`src/rtl/cpu_mem_pkg.sv`:
```
// Shared widths and types for the data-memory request path of the 8-bit CPU.
package cpu_mem_pkg;

    localparam int ADDR_W = 8;
    localparam int DATA_W = 8;
    localparam int RD_W   = 3;

    // One store-buffer slot; valid marks a committed store not yet written to memory.
    typedef struct packed {
        logic              valid;
        logic [ADDR_W-1:0] addr;
        logic [DATA_W-1:0] data;
    } sb_entry_t;

    // IDLE accepts requests; LWAIT waits for the data of a load that missed the store buffer.
    typedef enum logic [0:0] {
        IDLE  = 1'b0,
        LWAIT = 1'b1
    } mau_state_e;

endpackage

```
`src/rtl/store_buffer.sv`:
```
// Circular FIFO of committed stores with a parallel youngest-match lookup port.
module store_buffer
    import cpu_mem_pkg::*;
#(
    parameter int DEPTH = 4
) (
    input  logic                         clk,
    input  logic                         reset_n,
    input  logic                         push_i,
    input  logic [ADDR_W-1:0]            push_addr_i,
    input  logic [DATA_W-1:0]            push_data_i,
    input  logic                         pop_i,
    output logic [ADDR_W-1:0]            head_addr_o,
    output logic [DATA_W-1:0]            head_data_o,
    output logic                         full_o,
    output logic                         empty_o,
    output logic [$clog2(DEPTH+1)-1:0]   count_o,
    input  logic [ADDR_W-1:0]            lk_addr_i,
    output logic                         lk_hit_o,
    output logic [DATA_W-1:0]            lk_data_o
);

    localparam int PTR_W = $clog2(DEPTH);
    localparam int CNT_W = $clog2(DEPTH + 1);

    sb_entry_t        slot_q [DEPTH];
    logic [PTR_W-1:0] head_q;
    logic [PTR_W-1:0] tail_q;
    logic [CNT_W-1:0] count_q;

    // Push at the tail, pop at the head; popping clears valid so lookups skip drained slots.
    always_ff @(posedge clk or negedge reset_n) begin
        if (!reset_n) begin
            for (int i = 0; i < DEPTH; i++) begin
                slot_q[i] <= '0;
            end
            head_q  <= '0;
            tail_q  <= '0;
            count_q <= '0;
        end else begin
            if (pop_i) begin
                slot_q[head_q].valid <= 1'b0;
                head_q               <= head_q + 1'b1;
            end
            if (push_i) begin
                slot_q[tail_q] <= '{valid: 1'b1, addr: push_addr_i, data: push_data_i};
                tail_q         <= tail_q + 1'b1;
            end
            case ({push_i, pop_i})
                2'b10:   count_q <= count_q + 1'b1;
                2'b01:   count_q <= count_q - 1'b1;
                default: count_q <= count_q;
            endcase
        end
    end

    // Scan oldest to youngest so the last match left standing is the youngest store.
    always_comb begin
        lk_hit_o  = 1'b0;
        lk_data_o = '0;
        for (int i = 0; i < DEPTH; i++) begin
            if (slot_q[head_q + PTR_W'(i)].valid &&
                slot_q[head_q + PTR_W'(i)].addr == lk_addr_i) begin
                lk_hit_o  = 1'b1;
                lk_data_o = slot_q[head_q + PTR_W'(i)].data;
            end
        end
    end

    assign head_addr_o = slot_q[head_q].addr;
    assign head_data_o = slot_q[head_q].data;
    assign full_o      = (count_q == CNT_W'(DEPTH));
    assign empty_o     = (count_q == '0);
    assign count_o     = count_q;

endmodule

```
`src/rtl/mem_access_unit.sv`:
```
// Request side of the data-memory port: load/store acceptance, store buffering,
// store-to-load forwarding, write draining and tagged load writeback.
//
// Handshake: a request transfers on a rising edge where req_valid && req_ready.
// req_ready never looks at req_valid; the requester keeps its fields stable until then.
module mem_access_unit
    import cpu_mem_pkg::*;
#(
    parameter int SB_DEPTH = 4,
    parameter int READ_LAT = 2
) (
    input  logic                            clk,
    input  logic                            reset_n,
    input  logic                            req_valid,
    output logic                            req_ready,
    input  logic                            req_store,
    input  logic [ADDR_W-1:0]               req_addr,
    input  logic [DATA_W-1:0]               req_wdata,
    input  logic [RD_W-1:0]                 req_rd,
    input  logic                            flush,
    output logic                            mem_read,
    output logic                            mem_write,
    output logic [ADDR_W-1:0]               mem_addr,
    output logic [DATA_W-1:0]               mem_wdata,
    input  logic [DATA_W-1:0]               mem_rdata,
    output logic                            wb_valid,
    output logic [DATA_W-1:0]               wb_data,
    output logic [RD_W-1:0]                 wb_rd,
    output logic [$clog2(SB_DEPTH+1)-1:0]   sb_count,
    output mau_state_e                      dbg_state
);

    localparam int LAT_W = $clog2(READ_LAT + 1);

    mau_state_e        state_q;
    logic [LAT_W-1:0]  lat_q;
    logic              squash_q;
    logic              fwd_q;
    logic [RD_W-1:0]   pend_rd_q;
    logic              mem_read_q;
    logic              mem_write_q;
    logic [ADDR_W-1:0] mem_addr_q;
    logic [DATA_W-1:0] mem_wdata_q;
    logic              wb_valid_q;
    logic [DATA_W-1:0] wb_data_q;
    logic [RD_W-1:0]   wb_rd_q;

    logic              sb_full;
    logic              sb_empty;
    logic              lk_hit;
    logic [DATA_W-1:0] lk_data;
    logic [ADDR_W-1:0] head_addr;
    logic [DATA_W-1:0] head_data;
    logic              accept;
    logic              ld_hit;
    logic              ld_miss;
    logic              sb_push;
    logic              sb_pop;

    store_buffer #(.DEPTH(SB_DEPTH)) u_sb (
        .clk         (clk),
        .reset_n     (reset_n),
        .push_i      (sb_push),
        .push_addr_i (req_addr),
        .push_data_i (req_wdata),
        .pop_i       (sb_pop),
        .head_addr_o (head_addr),
        .head_data_o (head_data),
        .full_o      (sb_full),
        .empty_o     (sb_empty),
        .count_o     (sb_count),
        .lk_addr_i   (req_addr),
        .lk_hit_o    (lk_hit),
        .lk_data_o   (lk_data)
    );

    assign req_ready = (state_q == IDLE) && !flush && !sb_full;
    assign accept    = req_valid && req_ready;
    assign ld_hit    = accept && !req_store && lk_hit;
    assign ld_miss   = accept && !req_store && !lk_hit;
    assign sb_push   = accept && req_store;
    // A missing load owns the port for its read cycle; otherwise the oldest store drains.
    assign sb_pop    = !ld_miss && !sb_empty;

    // FSM, read-latency counter, squash flag, port arbiter and all registered outputs.
    always_ff @(posedge clk or negedge reset_n) begin
        if (!reset_n) begin
            state_q     <= IDLE;
            lat_q       <= '0;
            squash_q    <= 1'b0;
            fwd_q       <= 1'b0;
            pend_rd_q   <= '0;
            mem_read_q  <= 1'b0;
            mem_write_q <= 1'b0;
            mem_addr_q  <= '0;
            mem_wdata_q <= '0;
            wb_valid_q  <= 1'b0;
            wb_data_q   <= '0;
            wb_rd_q     <= '0;
        end else begin
            mem_read_q  <= 1'b0;
            mem_write_q <= 1'b0;
            wb_valid_q  <= 1'b0;
            fwd_q       <= 1'b0;
            if (ld_miss) begin
                mem_read_q <= 1'b1;
                mem_addr_q <= req_addr;
            end else if (sb_pop) begin
                mem_write_q <= 1'b1;
                mem_addr_q  <= head_addr;
                mem_wdata_q <= head_data;
            end
            case (state_q)
                IDLE: begin
                    if (ld_miss) begin
                        state_q   <= LWAIT;
                        lat_q     <= LAT_W'(READ_LAT);
                        squash_q  <= 1'b0;
                        pend_rd_q <= req_rd;
                    end else if (ld_hit) begin
                        wb_valid_q <= 1'b1;
                        fwd_q      <= 1'b1;
                        wb_data_q  <= lk_data;
                        wb_rd_q    <= req_rd;
                    end
                end
                LWAIT: begin
                    if (lat_q == '0) begin
                        // mem_rdata is valid now; a flush this cycle still squashes it.
                        state_q  <= IDLE;
                        squash_q <= 1'b0;
                        if (!(squash_q || flush)) begin
                            wb_valid_q <= 1'b1;
                            wb_data_q  <= mem_rdata;
                            wb_rd_q    <= pend_rd_q;
                        end
                    end else begin
                        lat_q <= lat_q - 1'b1;
                        if (flush) begin
                            squash_q <= 1'b1;
                        end
                    end
                end
                default: state_q <= IDLE;
            endcase
        end
    end

    // A forwarded result cannot know about a flush in its own cycle, so gate the pulse here.
    assign wb_valid  = wb_valid_q && !(fwd_q && flush);
    assign wb_data   = wb_data_q;
    assign wb_rd     = wb_rd_q;
    assign mem_read  = mem_read_q;
    assign mem_write = mem_write_q;
    assign mem_addr  = mem_addr_q;
    assign mem_wdata = mem_wdata_q;
    assign dbg_state = state_q;

endmodule

```
`config.mk`:
```
export PLATFORM = sky130hd
export DESIGN_NAME = mem_access_unit
export DESIGN_NICKNAME = d
export VERILOG_FILES = /design/src/rtl/cpu_mem_pkg.sv /design/src/rtl/store_buffer.sv /design/src/rtl/mem_access_unit.sv
export SDC_FILE = /design/constraint.sdc
export NUM_CORES = 1
export LEC_CHECK = 0
export CORE_AREA = 2 2 128 130
export CTS_BUF_LIST = sky130_fd_sc_hd__clkbuf_2
export CTS_CLUSTER_SIZE = 8
export DETAILED_ROUTE_END_ITERATION = 6
export DIE_AREA = 0 0 130 132
export PLACE_DENSITY = 0.67
export SETUP_SLACK_MARGIN = 0.2
export SKIP_CTS_REPAIR_TIMING = 1
export SLEW_MARGIN = 40
export SYNTH_ARGS = -nofsm -noshare
export SYNTH_HDL_FRONTEND = slang
export SYNTH_SLANG_ARGS = --single-unit
```
`constraint.sdc`:
```
create_clock -name clk -period 3.9 [get_ports clk]
set_input_delay 0.78 -clock clk [delete_from_list [all_inputs] [get_ports clk]]
set_output_delay 0.78 -clock clk [all_outputs]
set_load 0.005 [all_outputs]
```
==> flow_summary.yaml <==
logic_synthesis:
  synthTopCellsByCount: "dfrtp_1 (113), mux2_2 (79), mux4_2 (39), xnor2_1 (36), mux2i_1 (31)"
  ys_seq_area_share_pct: 39.1
  synth.area.top_cells: "dfrtp_1 (39%), mux2_2 (12%), mux4_2 (12%), mux4_1 (5.1%), xnor2_1 (4.4%)"
  yosysTopAreaCell: "dfrtp_1"
  synth-async-reset-ratio_pct: 100
  synth_edf_count: 0
  synth-seq-cells: 113
  yosys_warnings: 0
  synth_compound_area_share_pct: 7.45
  synth.distinct_cells: 57
  synthesis.nets: 597
  synth_most_common_cell: "dfrtp_1"
  netlist_area_mm2: 0.00724
  synthCells: 554
  syn_area_per_cell_um2: 13.1
  synthAdderAreaFrac_pct: 2.00
  synth_flop_cell: "dfrtp_1"
  synth_xor_area_share_pct: 5.44
  yosysTopAreaCellShare_pct: 39.1
  synthMuxAreaShare_pct: 36.1
  synth-simple-area-share_pct: 5.37
  synth_top_family_by_area: "multiplexers"
placed_design:
  place_hpwl_um: 12300
  port_buffers: 66
  place.gp.congestion: 0.855
route:
  drt_pass1_iterations: 7
  vias: 5143
  drt-wirelength-per-cell_um: 20.8
  avgViaCountPerCell: 5.86
  wl_um: 18300
  antenna_left: 0
  drc: 2
  drt_iter0_markers: 372
floorplanning:
  core_area_mm2: 0.0157
  start_util_pct: 46.1
  dieArea_mm2: 0.0172
  pin_count: 67
  row_count: 46
  die_h_um: 132
  die_w_um: 130
clocking:
  root_buffer: "clkbuf_2"
  clock_path_buffers: 2
  cts_tree: "done"
  clk_latency_ns: 0.70
  clk_pin_slew_ns: 0.18
  cts.sinks: 113
  ctsHtreeMaxLevel: 4
  cts_buffers: 17
pwr:
  ir_drop_mv: 0.348
  p_leak_uw: 0.00366
  p_per_area_mw_per_mm2: 897
worst_setup_path:
  crit_chain: "clkinv_8 > ha_4 > buf_12 > mux4_2 > xnor2_1 > nand2_1 > o21bai_4 > or2_4 > nand4_4 > o21bai_4 > inv_2 > ha_4 > inv_2 > fa_2 > xor2_1 > nor2_1 > xor2_1"
  worstSetupPathType: "reg -> reg"
  cp.required_ns: 4.54
  crit_path_max_incr_delay_ns: 0.53
  r2r_setup_slack_ns: 0.35
  end_kind: "register"
  cp_slowest_cell: "dfrtp_4"
  crit_path_max_fanout: 7
  arrival_ns: 4.20
  startpoint_type: "register"
  r2r_end: "u_sb.count_o[2]"
  reg2regPathDepth: 17
  rr_startpoint: "u_sb.head_q[0]"
cells_and_area:
  postLayoutCoreUtil_pct: 55.5
  fillers: 1340
  drive_above_1_share_pct: 35.9
  ff_latch_area_mm2: 0.00283
  multi_input_area_mm2: 0.00418
  num-nets-final: 690
  area.growth.synth_to_final_pct: 20.4
timing:
  finalHoldViolCount: 0
  fmaxAchievable_mhz: 281
  worst_hold_slack_ns: 0.0400
  skew_ns: 0.0287
  tightest_slew_ns: 0.619
  max-slew-margin-rel_pct: 58.7
  setup_tns_ns: 0
  rsz0062_at_grt: "no"
  post-route-period-util_pct: 91.1
  setup_viol: 0
  slew_viol_final: 0
  period_minus_slack_ns: 3.55
outcome:
  outcome: "finished, violations left"
  violations: "design-rule violations"
global_routing:
  globalRoute.totalOverflow: 0
  grt_pass1_vias: 5116
  grt_pass1_wl_um: 28700
  grt_max_degree: 66
  antenna_found_initial: 1
  grt_use_total_pct: 22.0
min_path:
  hold_path_class: "in -> async"
run:
  maxCapViolCount: 0
-- cell families (layout without fill, tap and decap cells) --
| group | Yosys count | after routing |
|---|---|---|
| buffers and inverters | 65 | 171 |
| adder cells (fa/ha/maj) | 11 | 11 |
| multiplexers | 174 | 174 |
| other | 0 | 1 |
| AND/OR/NAND/NOR | 73 | 73 |
| AO/OA/AOI/OAI | 73 | 73 |
| flip-flops | 113 | 113 |
| XOR/XNOR | 45 | 45 |
-- power by group --
group          internal (µW)  total, µW  switching (µW)
clock network            357        813             456
logic                   2750       4740            1990
registers               1710       2270             558
total                   4820       7820            3000
-- worst max-delay path by stage --
stage / start / endpoint / slack [ns] / depth (start not counted)
floorplan: u_sb.head_q[0] / u_sb.count_o[2] / 0.03 / 21
CTS: u_sb.head_q[0] / u_sb.count_o[2] / 0.20 / 15
global placement: req_addr[6] / u_sb.count_o[2] / 0.16 / 15
finish: u_sb.head_q[0] / u_sb.count_o[2] / 0.35 / 17
detailed placement: req_addr[6] / u_sb.count_o[2] / 0.10 / 15
global route: u_sb.head_q[0] / u_sb.count_o[2] / 0.15 / 16
-- sequential cells by signal, summed over array words and instances, names as in the netlist --
name,flops
mem_wdata,8
wb_valid_q,1
dbg_state,1
wb_rd,3
fwd_q,1
u_sb.head_q,2
mem_addr,8
pend_rd_q,3
u_sb.slot_q,68
u_sb.count_o,3
u_sb.tail_q,2
wb_data,8
squash_q,1
lat_q,2
mem_write,1
mem_read,1
-- cell usage in the layout (no fill, tap or decap), types with 12 or more instances in the layout --
cell / n
nand2_1: 24
a21oi_1: 12
inv_1: 19
xnor2_1: 34
mux4_2: 43
clkdlybuf4s50_1: 65
clkbuf_2: 20
mux2i_1: 29
buf_4: 44
o21ai_0: 14
dfrtp_1: 112
nor3_1: 14
mux2_2: 79
-- layer usage --
layer / GRT usage [%] / routed length (µm) / up-vias
li1: - / - / 2298
met1: 31.8 / 8200 / 2660
met2: 33.1 / 8830 / 164
met3: 4.30 / 982 / 21
met4: 8.06 / 257 / 0
met5: 0 / 0 / -
-- metrics by stage --
| stage | worst slack [ns] | area [µm²] | total power, µW | cells |
|---|---|---|---|---|
| after CTS | 0.196 | 8470 | 7500 | 857 |
| after global routing | 0.152 | 8710 | 8330 | 877 |
| final | 0.346 | 8710 | 7820 | 877 |
| after detailed placement | 0.102 | 8230 | 6670 | 825 |
| after global placement | 0.160 | 8230 | 6530 | 825 |
| after floorplan | 0.0283 | 7330 | 5540 | 554 |
-- critical path, delay by kind of cell, from the launching register on --
family	cells	cell delay, ns
XOR/XNOR	3	0.45
flip-flops	1	0.53
adder cells (fa/ha/maj)	3	0.79
AND/OR/NAND/NOR	4	0.61
buffers and inverters	4	0.32
AO/OA/AOI/OAI	2	0.28
multiplexers	1	0.52
-- final cells by class --
class	count	share of cell area, %
multi-input cells	376	48.0
clock buffers	20	1.15
clock inverters	12	1.62
repair buffers	115	12.5
inverters	24	1.18
flip-flops and latches	113	32.5
diodes	1	0.0287
well taps	216	3.10
No activity file was read; power rests on OpenSTA's default activity.
